===== src/rtl/proc_pkg.sv =====
// Shared processor types: memory-stage FSM states, set-condition encodings
// and ALU flag bit positions within {V, C, N, Z}.
package proc_pkg;

    typedef enum logic [1:0] {
        IDLE = 2'd0,
        WAIT = 2'd1,
        HALT = 2'd2,
        ERR  = 2'd3
    } mem_state_t;

    localparam logic [1:0] SET_SEQ = 2'b00;
    localparam logic [1:0] SET_SLT = 2'b01;
    localparam logic [1:0] SET_SLE = 2'b10;
    localparam logic [1:0] SET_SCO = 2'b11;

    localparam int FLAG_Z = 0;
    localparam int FLAG_N = 1;
    localparam int FLAG_C = 2;
    localparam int FLAG_V = 3;

    function automatic logic flag_cond(input logic [3:0] flags, input logic [1:0] sel);
        logic lt;
        lt = flags[FLAG_N] ^ flags[FLAG_V];
        case (sel)
            SET_SEQ: flag_cond = flags[FLAG_Z];
            SET_SLT: flag_cond = lt;
            SET_SLE: flag_cond = flags[FLAG_Z] | lt;
            default: flag_cond = flags[FLAG_C];
        endcase
    endfunction

endpackage


===== src/rtl/set_cond.sv =====
// Set-condition evaluation: returns the zero-extended flag condition for set
// ops, otherwise the ALU result unchanged.
module set_cond
    import proc_pkg::*;
#(
    parameter int DATA_W = 16
) (
    input  logic [DATA_W-1:0] alu_result,
    input  logic [3:0]        alu_flags,
    input  logic [2:0]        set_sel,
    output logic [DATA_W-1:0] value
);

    logic cond;

    always_comb begin
        cond  = flag_cond(alu_flags, set_sel[1:0]);
        value = set_sel[2] ? {{(DATA_W-1){1'b0}}, cond} : alu_result;
    end

endmodule


===== src/rtl/stage_memory_mc.sv =====
// Pipeline memory stage with multi-cycle dmem handshake and MEM/WB register.
// Build option: MEM_ALIGN_CHECK_EN rejects odd-address loads/stores into ERR.
//
// state | meaning
// IDLE  | accepting ops; ALU/set ops retire here, mem ops issue here
// WAIT  | mem request outstanding, counting cycles toward timeout
// HALT  | halt op seen, dump pulsed; frozen until rst
// ERR   | timeout or misaligned access; frozen until rst
module stage_memory_mc
    import proc_pkg::*;
#(
    parameter int DATA_W   = 16,
    parameter int REG_W    = 3,
    parameter int MAX_WAIT = 15
) (
    input  logic              clk,
    input  logic              rst,
    input  logic              in_valid,
    input  logic [DATA_W-1:0] alu_result,
    input  logic [DATA_W-1:0] store_data,
    input  logic [3:0]        alu_flags,
    input  logic [2:0]        set_sel,
    input  logic              mem_read,
    input  logic              mem_write,
    input  logic              mem_halt,
    input  logic              reg_write,
    input  logic              mem_to_reg,
    input  logic [REG_W-1:0]  write_reg,
    output logic              stall,
    output logic              dmem_req,
    output logic              dmem_we,
    output logic [DATA_W-1:0] dmem_addr,
    output logic [DATA_W-1:0] dmem_wdata,
    output logic              dmem_dump,
    input  logic              dmem_ack,
    input  logic [DATA_W-1:0] dmem_rdata,
    output logic              wb_valid,
    output logic              wb_reg_write,
    output logic [REG_W-1:0]  wb_reg,
    output logic [DATA_W-1:0] wb_data,
    output logic              halted,
    output logic              err
);

    localparam int CNT_W = $clog2(MAX_WAIT + 1);
    localparam logic [CNT_W-1:0] CNT_LAST = CNT_W'(MAX_WAIT - 1);

    mem_state_t        state;
    logic [CNT_W-1:0]  cnt;
    logic [DATA_W-1:0] set_value;
    logic [DATA_W-1:0] mem_wb_data;
    logic              mem_wb_we;
    logic              mem_op;
    logic              misalign;
    logic              idle_go;
    logic              issue;
    logic              in_wait;

    set_cond #(.DATA_W(DATA_W)) u_set_cond (
        .alu_result (alu_result),
        .alu_flags  (alu_flags),
        .set_sel    (set_sel),
        .value      (set_value)
    );

    always_comb begin
        mem_op = mem_read | mem_write;
`ifdef MEM_ALIGN_CHECK_EN
        misalign = alu_result[0];
`else
        misalign = 1'b0;
`endif
        // Request lines are gated by rst so they read 0 throughout reset.
        idle_go = !rst && (state == IDLE) && in_valid;
        issue   = idle_go && mem_op && !misalign;
        in_wait = !rst && (state == WAIT);

        dmem_req   = issue | in_wait;
        dmem_we    = dmem_req & mem_write;
        dmem_addr  = dmem_req ? alu_result : '0;
        dmem_wdata = dmem_req ? store_data : '0;
        dmem_dump  = idle_go & mem_halt;

        stall = ((issue | in_wait) & ~dmem_ack)
              | (idle_go & mem_op & misalign)
              | (idle_go & mem_halt)
              | (state == HALT) | (state == ERR);

        mem_wb_data = mem_to_reg ? dmem_rdata : set_value;
        mem_wb_we   = reg_write & ~mem_write;
    end

    always_ff @(posedge clk) begin
        if (rst) begin
            state        <= IDLE;
            cnt          <= '0;
            wb_valid     <= 1'b0;
            wb_reg_write <= 1'b0;
            wb_reg       <= '0;
            wb_data      <= '0;
            halted       <= 1'b0;
            err          <= 1'b0;
        end else begin
            wb_valid <= 1'b0;
            unique case (state)
                IDLE: begin
                    if (in_valid) begin
                        if (mem_halt) begin
                            state  <= HALT;
                            halted <= 1'b1;
                        end else if (mem_op) begin
                            if (misalign) begin
                                state <= ERR;
                                err   <= 1'b1;
                            end else if (dmem_ack) begin
                                wb_valid     <= 1'b1;
                                wb_reg_write <= mem_wb_we;
                                wb_reg       <= write_reg;
                                wb_data      <= mem_wb_data;
                            end else begin
                                state <= WAIT;
                                cnt   <= '0;
                            end
                        end else begin
                            wb_valid     <= 1'b1;
                            wb_reg_write <= reg_write;
                            wb_reg       <= write_reg;
                            wb_data      <= set_value;
                        end
                    end
                end
                WAIT: begin
                    if (dmem_ack) begin
                        state        <= IDLE;
                        wb_valid     <= 1'b1;
                        wb_reg_write <= mem_wb_we;
                        wb_reg       <= write_reg;
                        wb_data      <= mem_wb_data;
                    end else if (cnt == CNT_LAST) begin
                        state <= ERR;
                        err   <= 1'b1;
                    end else begin
                        cnt <= cnt + 1'b1;
                    end
                end
                HALT: state <= HALT;
                ERR:  state <= ERR;
                default: state <= IDLE;
            endcase
        end
    end

endmodule

===== config.mk =====
export PLATFORM = sky130hd
export DESIGN_NAME = stage_memory_mc
export DESIGN_NICKNAME = d
export VERILOG_FILES = /design/src/rtl/proc_pkg.sv /design/src/rtl/set_cond.sv /design/src/rtl/stage_memory_mc.sv
export SDC_FILE = /design/constraint.sdc
export NUM_CORES = 1
export LEC_CHECK = 0
export ABC_AREA = 1
export ABC_CLOCK_PERIOD_IN_PS = 1350
export CORE_ASPECT_RATIO = 1.1
export CORE_MARGIN = 2
export CORE_UTILIZATION = 25
export DETAILED_ROUTE_END_ITERATION = 6
export DONT_BUFFER_PORTS = 1
export HOLD_SLACK_MARGIN = 0.15
export PLACE_DENSITY = 0.45
export SLEW_MARGIN = 20
export SYNTH_ARGS = -nofsm -noshare
export SYNTH_HDL_FRONTEND = slang
export SYNTH_HIERARCHICAL = 1
export SYNTH_SLANG_ARGS = --single-unit

===== constraint.sdc =====
create_clock -name clk -period 1.35 [get_ports clk]
set_input_delay 0.2025 -clock clk [delete_from_list [all_inputs] [get_ports clk]]
set_output_delay 0.2025 -clock clk [all_outputs]
set_load 0.01 [all_outputs]

==> flow_metrics.env, run 1 <==
export IMPL_status="finished with violations"
export IMPL_violations="setup timing"
export IMPL_drc=0
export IMPL_vias=2564
export IMPL_dr_pass1_iters=4
export IMPL_die_area_um2=10300
export IMPL_final_setup_skew_ps=5.40
export IMPL_synth_fp_nets=482
export IMPL_end_kind="output pin"
export IMPL_first_iter_violations=105
export IMPL_design_core_area_um2=9260
export IMPL_gp_congestion=0.799
export IMPL_grt_pass1_wl_um=12800
export IMPL_yosysTopAreaCell="dfxtp_1"
export IMPL_peakVddDrop_mv=0.369
export IMPL_clk_latency_ps=280
export IMPL_worstMarginPinSlew_ps=1250
export IMPL_fin_hold_ws_ps=174
export IMPL_syn2layout_area_growth_pct=51.9
export IMPL_p_per_area_nw_per_um2=761
export IMPL_slew_headroom_pct=17.0
export IMPL_final_cells=567
export IMPL_fin_crit_ps=1570
export IMPL_crit_arrival_ps=1360
export IMPL_fillers=1010
export IMPL_synth_main_ff_cell="dfxtp_1"
export IMPL_ys_ff_latch=29
export IMPL_routed_wl_um=8070
export IMPL_startpoint_type="flip-flop"
export IMPL_crit_type="flip-flop to output pin"
export IMPL_grt_usage_pct=15.4
export IMPL_io_pins=126
export IMPL_path_max_fanout=8
export IMPL_grt_ovfl_total=0
export IMPL_cts_num_sinks=29
export IMPL_async_reset_ff_share_pct=0
export IMPL_netlist_top_cells_area="dfxtp_1, nand2_1, inv_1, nor2_1, a21oi_2"
export IMPL_avgSynthCellArea_um2=5.73
export IMPL_clk_pin_slew_ps=70
export IMPL_port_buffers=0
export IMPL_largest_reg_flops=16
export IMPL_synthesis_area_um2=2360
export IMPL_antenna_cells=0
export IMPL_drive_above_1_share_pct=39.6
export IMPL_ant_nets=0
export IMPL_hold_depth=3
export IMPL_cts_max_path_buffers=2
export IMPL_yosysSeqAreaShare_pct=24.6
export IMPL_synth_edf_count=0
export IMPL_die_h_um=106
export IMPL_min_path_type="primary input to flip-flop"
export IMPL_grt_max_degree=32
export IMPL_cts_buffers=5
export IMPL_worstPathRequired_ps=1150
export IMPL_synth_top_area_share_pct=24.6
export IMPL_slew_viol_final=0
export IMPL_synth_distinct_cells=27
export IMPL_synthCells=413
export IMPL_setup_viol=57
export IMPL_htreeDepth=2
export IMPL_grt_setup_unrepaired="yes"
export IMPL_place_inst=532
export IMPL_worstRegToRegCells=13
export IMPL_fp_dieW_um=96.7
export IMPL_p_leak_nw=1.64
export IMPL_cts_tree="built"
export IMPL_worst_slack_ps=-217
export IMPL_wl_per_cell_um=14.2
export IMPL_finalHoldViolCount=0
export IMPL_clock_fmax_mhz=638
export IMPL_fin_crit_sh_pct=116
export IMPL_rows=37
export IMPL_antenna_found_initial=0
export IMPL_via_per_inst=4.52
export IMPL_layout_nets=518
export IMPL_cap_violations=0
export IMPL_grt_pass1_vias=2621
export IMPL_initial_utilization_pct=25.5
export IMPL_place_hpwl_um=5450
export IMPL_finish_utilization_pct=38.8
export IMPL_cts_root_buffer="clkbuf_8"
export IMPL_ys_warnings_count=6
[synth_stat cells (2+ instances only)]
master,instances
a21oi_1,18
a21oi_2,16
buf_2,8
buf_6,2
clkbuf_1,5
dfxtp_1,29
ha_1,2
inv_1,76
inv_2,7
nand2_1,102
nand2_2,3
nand3_1,23
nand4_1,4
nor2_1,71
nor2_2,14
o21ai_0,22
[per-stage QoR]
stage          power (mW)  instance area [um^2]  setup TNS, ps  worst slack (ps)
2_1_floorplan        1.49                  2450              0              13.6
3_3_place_gp         1.58                  2660          -51.1             -26.9
3_5_place_dp         1.59                  2660          -80.9             -31.8
4_1_cts              2.62                  3260          -8800              -233
5_1_grt              2.90                  3590         -12240              -283
6_report             2.73                  3590          -8670              -217
[cells in the final DEF (no fill, tap or decap)]
cell / synthesis / layout
nor2_8: 1 / 1
clkinv_2: 0 / 1
nand3_2: 0 / 1
nor2_2: 14 / 17
inv_1: 76 / 73
clkbuf_16: 0 / 2
clkbuf_8: 1 / 7
o21ai_2: 0 / 4
nor3_1: 1 / 1
buf_4: 0 / 22
buf_8: 1 / 1
a21oi_2: 16 / 29
nand2_4: 1 / 11
inv_6: 0 / 2
buf_6: 2 / 7
o21ai_0: 22 / 18
dfxtp_1: 29 / 27
dlymetal6s4s_1: 0 / 1
a21oi_1: 18 / 5
nand2_2: 3 / 13
nand2_8: 1 / 2
o211ai_1: 1 / 1
nand2_1: 102 / 81
buf_16: 0 / 5
nor2_1: 71 / 31
nand4_1: 4 / 4
o21ai_1: 1 / 1
inv_4: 0 / 1
xnor2_1: 1 / 1
nor2_4: 0 / 37
ha_1: 2 / 2
nand3_4: 0 / 1
buf_12: 1 / 5
inv_2: 7 / 7
dfxtp_4: 0 / 2
nand3_1: 23 / 21
dlygate4sd3_1: 0 / 5
[kinds of logic (layout without fill, tap and decap cells)]
kind of cell | count (synthesis) | in the layout | synth area share [%]
flip-flops | 29 | 29 | 24.6
buffers and inverters | 102 | 139 | 18.8
AND/OR/NAND/NOR | 221 | 221 | 40.3
AO/OA/AOI/OAI | 58 | 58 | 14.9
adder cells (fa/ha/maj) | 2 | 2 | 1.06
XOR/XNOR | 1 | 1 | 0.370
[path summary, 6_finish.rpt]
kind              slack (ps)            to       from
hold reg to reg          500        halted     halted
setup reg to reg        -180        cnt[1]   state[1]
hold / removal           170  wb_reg_write  mem_write
setup / recovery        -220  dmem_addr[7]   state[1]
[per-layer routing]
metal | routed length, um | vias up | GRT usage [%]
li1 | - | 1313 | -
met1 | 3210 | 1187 | 16.4
met2 | 4380 | 60 | 29.8
met3 | 426 | 4 | 4.54
met4 | 52 | 0 | 3.42
met5 | 0 | - | 0
[where the power goes]
part | switching (mW) | internal [mW]
combinational | 0.530 | 0.425
sequential | 0.0743 | 0.903
clock | 0.341 | 0.460
[timing repair]
action                                  4_1_cts  5_1_grt
gates cloned                                  5        2
buffers inserted                             10        5
pin swaps                                    10       27
hold endpoints to repair                     23        0
hold buffers                                  6        0
endpoints found under the setup margin       39       64
resized for setup                            55       74
[critical path, cell delays in order, from the launching register on]
cell     delay (ps)
dfxtp_4         360
nor2_4          120
nand4_1         110
nand2_2         130
inv_6            80
buf_12          160
nor2_4          110
[area by class of cell]
class | instances | area, um^2 | share of cell area (%)
Clock buffer | 7 | 96.3 | 2.68
Sequential cell | 29 | 588 | 16.4
Inverter | 83 | 324 | 9.02
Tap cell | 117 | 146 | 4.08
Multi-Input combinational cell | 282 | 1820 | 50.7
Clock inverter | 1 | 5.00 | 0.139
Timing Repair Buffer | 48 | 609 | 17.0
No activity file was read; power rests on OpenSTA's default activity.
==> run 2, diff against run 1 <==
--- a/config.mk
+++ b/config.mk
@@ -7,13 +7,13 @@
 export LEC_CHECK = 0
 export ABC_AREA = 1
 export ABC_CLOCK_PERIOD_IN_PS = 1350
-export CORE_ASPECT_RATIO = 1.1
 export CORE_MARGIN = 2
 export CORE_UTILIZATION = 25
 export DETAILED_ROUTE_END_ITERATION = 6
 export DONT_BUFFER_PORTS = 1
 export HOLD_SLACK_MARGIN = 0.15
 export PLACE_DENSITY = 0.45
+export SETUP_SLACK_MARGIN = 0.15
 export SLEW_MARGIN = 20
 export SYNTH_ARGS = -nofsm -noshare
 export SYNTH_HDL_FRONTEND = slang
==> run 2 against run 1 <==
  * The run still ends with setup timing left
  * Wire length decreased by 4.5%
  * Via count decreased by 0.27%
  * Clock power decreased by 1%
  * Critical path type unchanged
  * Largest power group unchanged
==> flow_metrics.env, run 2 (synthesis gave the netlist of run 1 again) <==
export IMPL_status="finished with violations"
export IMPL_place_hpwl_um=5280
export IMPL_slew_viol_final=0
export IMPL_via_per_inst=4.57
export IMPL_drc=0
export IMPL_worstRegToRegCells=8
export IMPL_syn2layout_area_growth_pct=53.6
export IMPL_fin_area_um2=3630
export IMPL_crit_arrival_ps=1490
export IMPL_min_path_type="primary input to flip-flop"
export IMPL_hold_depth=2
export IMPL_largest_reg_flops=16
export IMPL_cts_num_sinks=29
export IMPL_grt_max_degree=32
export IMPL_worstPathRequired_ps=1150
export IMPL_slowest_delay_ps=370
export IMPL_grt_ovfl_total=0
export IMPL_final_common_cell="nand2_1"
export IMPL_slew_headroom_pct=74.2
export IMPL_rows=35
export IMPL_cts_buffers=5
export IMPL_final_setup_skew_ps=9.44
export IMPL_fp_dieW_um=101
export IMPL_design_core_area_um2=9200
export IMPL_fin_crit_ps=1700
export IMPL_clock_power_share_pct=28.9
export IMPL_end_kind="output pin"
export IMPL_die_area_um2=10300
export IMPL_startpoint_type="flip-flop"
export IMPL_finalHoldViolCount=0
export IMPL_layout_nets=517
export IMPL_combPwrFrac_pct=35.5
export IMPL_initial_utilization_pct=25.7
export IMPL_p_per_area_nw_per_um2=752
export IMPL_ant_nets=0
export IMPL_die_h_um=101
export IMPL_dr_pass1_iters=4
export IMPL_setup_viol=57
export IMPL_antenna_cells=0
export IMPL_cp_num_buf_inv=3
export IMPL_cap_violations=0
export IMPL_path_cells="nor2_4 -> nand4_1 -> nand2_2 -> inv_6 -> buf_16 -> buf_12 -> nor2_4"
export IMPL_wl_per_cell_um=13.8
export IMPL_peakVddDrop_mv=0.274
export IMPL_fillers=956
export IMPL_cts_max_path_buffers=2
export IMPL_cpMostUsedCell="nor2_4"
export IMPL_routed_wl_um=7700
export IMPL_p_int_mw=1.76
export IMPL_grt_pass1_vias=2384
export IMPL_tns_ps=-10330
export IMPL_clk_latency_ps=280
export IMPL_total_power_mw=2.73
export IMPL_final_cell_mix="nand2_1, inv_1, nor2_1"
export IMPL_clk_pin_slew_ps=70
export IMPL_dp_slack_ps=-103
export IMPL_p_leak_nw=1.66
export IMPL_drive_above_1_share_pct=37.9
export IMPL_clock_fmax_mhz=590
export IMPL_cp_num_cells=7
export IMPL_swShare_pct=35.7
export IMPL_postPlaceCellArea_um2=2810
export IMPL_port_buffers=0
export IMPL_fin_crit_sh_pct=126
export IMPL_slowest_stage="dfxtp_4"
export IMPL_path_max_fanout=6
export IMPL_htreeDepth=2
export IMPL_first_iter_violations=60
export IMPL_antenna_found_initial=0
export IMPL_grt_usage_pct=14.5
export IMPL_gp_congestion=0.811
export IMPL_cts_tree="built"
export IMPL_worstMarginPinSlew_ps=387
export IMPL_io_pins=126
export IMPL_cpLargestDelayFamily="simple AND/OR/NAND/NOR gates"
export IMPL_violations="setup timing"
export IMPL_worst_slack_ps=-346
export IMPL_finish_utilization_pct=39.5
export IMPL_grt_setup_unrepaired="yes"
export IMPL_grt_pass1_wl_um=11800
export IMPL_p_seq_share_pct=35.6
export IMPL_crit_type="flip-flop to output pin"
export IMPL_cts_root_buffer="clkbuf_8"
export IMPL_vias=2557
export IMPL_switchingPower_mw=0.974
run 2: changes by cell type in the layout (fill, tap and decap cells not counted), sizes merged:
cell,previous run,this run
clkinv,1,2
clkbuf,9,6
bufbuf,0,1
dlymetal6s4s,1,0
dlygate4sd3,5,6
run 2: power groups by stage:
stage                     combinational (mW)  clock (mW)  sequential [mW]
final                                  0.971       0.789            0.971
after global routing                    1.06       0.863            0.980
after CTS                              0.890       0.825            0.970
after detailed placement               0.665           0            0.992
after global placement                 0.660           0            0.991
after floorplan                        0.595           0            0.978
run 2: what timing repair did:
item	4_1_cts	5_1_grt
gates cloned	4	0
pin swaps	17	37
hold buffers	7	0
setup endpoints to repair	61	63
gates resized for setup	42	53
hold endpoints to repair	24	0
buffers inserted	12	4
run 2: stage by stage:
stage / hold WS, ps / instances
after floorplan: 274 / 413
after global placement: 270 / 525
after detailed placement: 272 / 525
after CTS: 153 / 556
after global routing: 168 / 560
final: 168 / 560
run 2: path summary, 6_finish.rpt:
kind              slack [ps]           end      from
hold / removal           170        halted  mem_halt
setup reg to reg         -80     wb_reg[2]  state[1]
hold reg to reg          500        halted    halted
setup / recovery        -350  dmem_addr[3]  state[1]
run 2: final cells by class:
class	instances	area, um^2	share of cell area, %
clock buffers	6	82.6	2.27
clock inverters	2	13.8	0.379
inverters	83	340	9.37
multi-input cells	282	1840	50.6
flip-flops and latches	29	589	16.2
well taps	111	139	3.82
repair buffers	47	629	17.3
run 2: per-layer routing:
metal | track usage (%) | vias to the layer above | wire (um)
li1 | - | 1310 | -
met1 | 16.5 | 1179 | 3280
met2 | 26.1 | 64 | 3950
met3 | 4.49 | 4 | 417
met4 | 3.74 | 0 | 53
met5 | 0 | - | 0
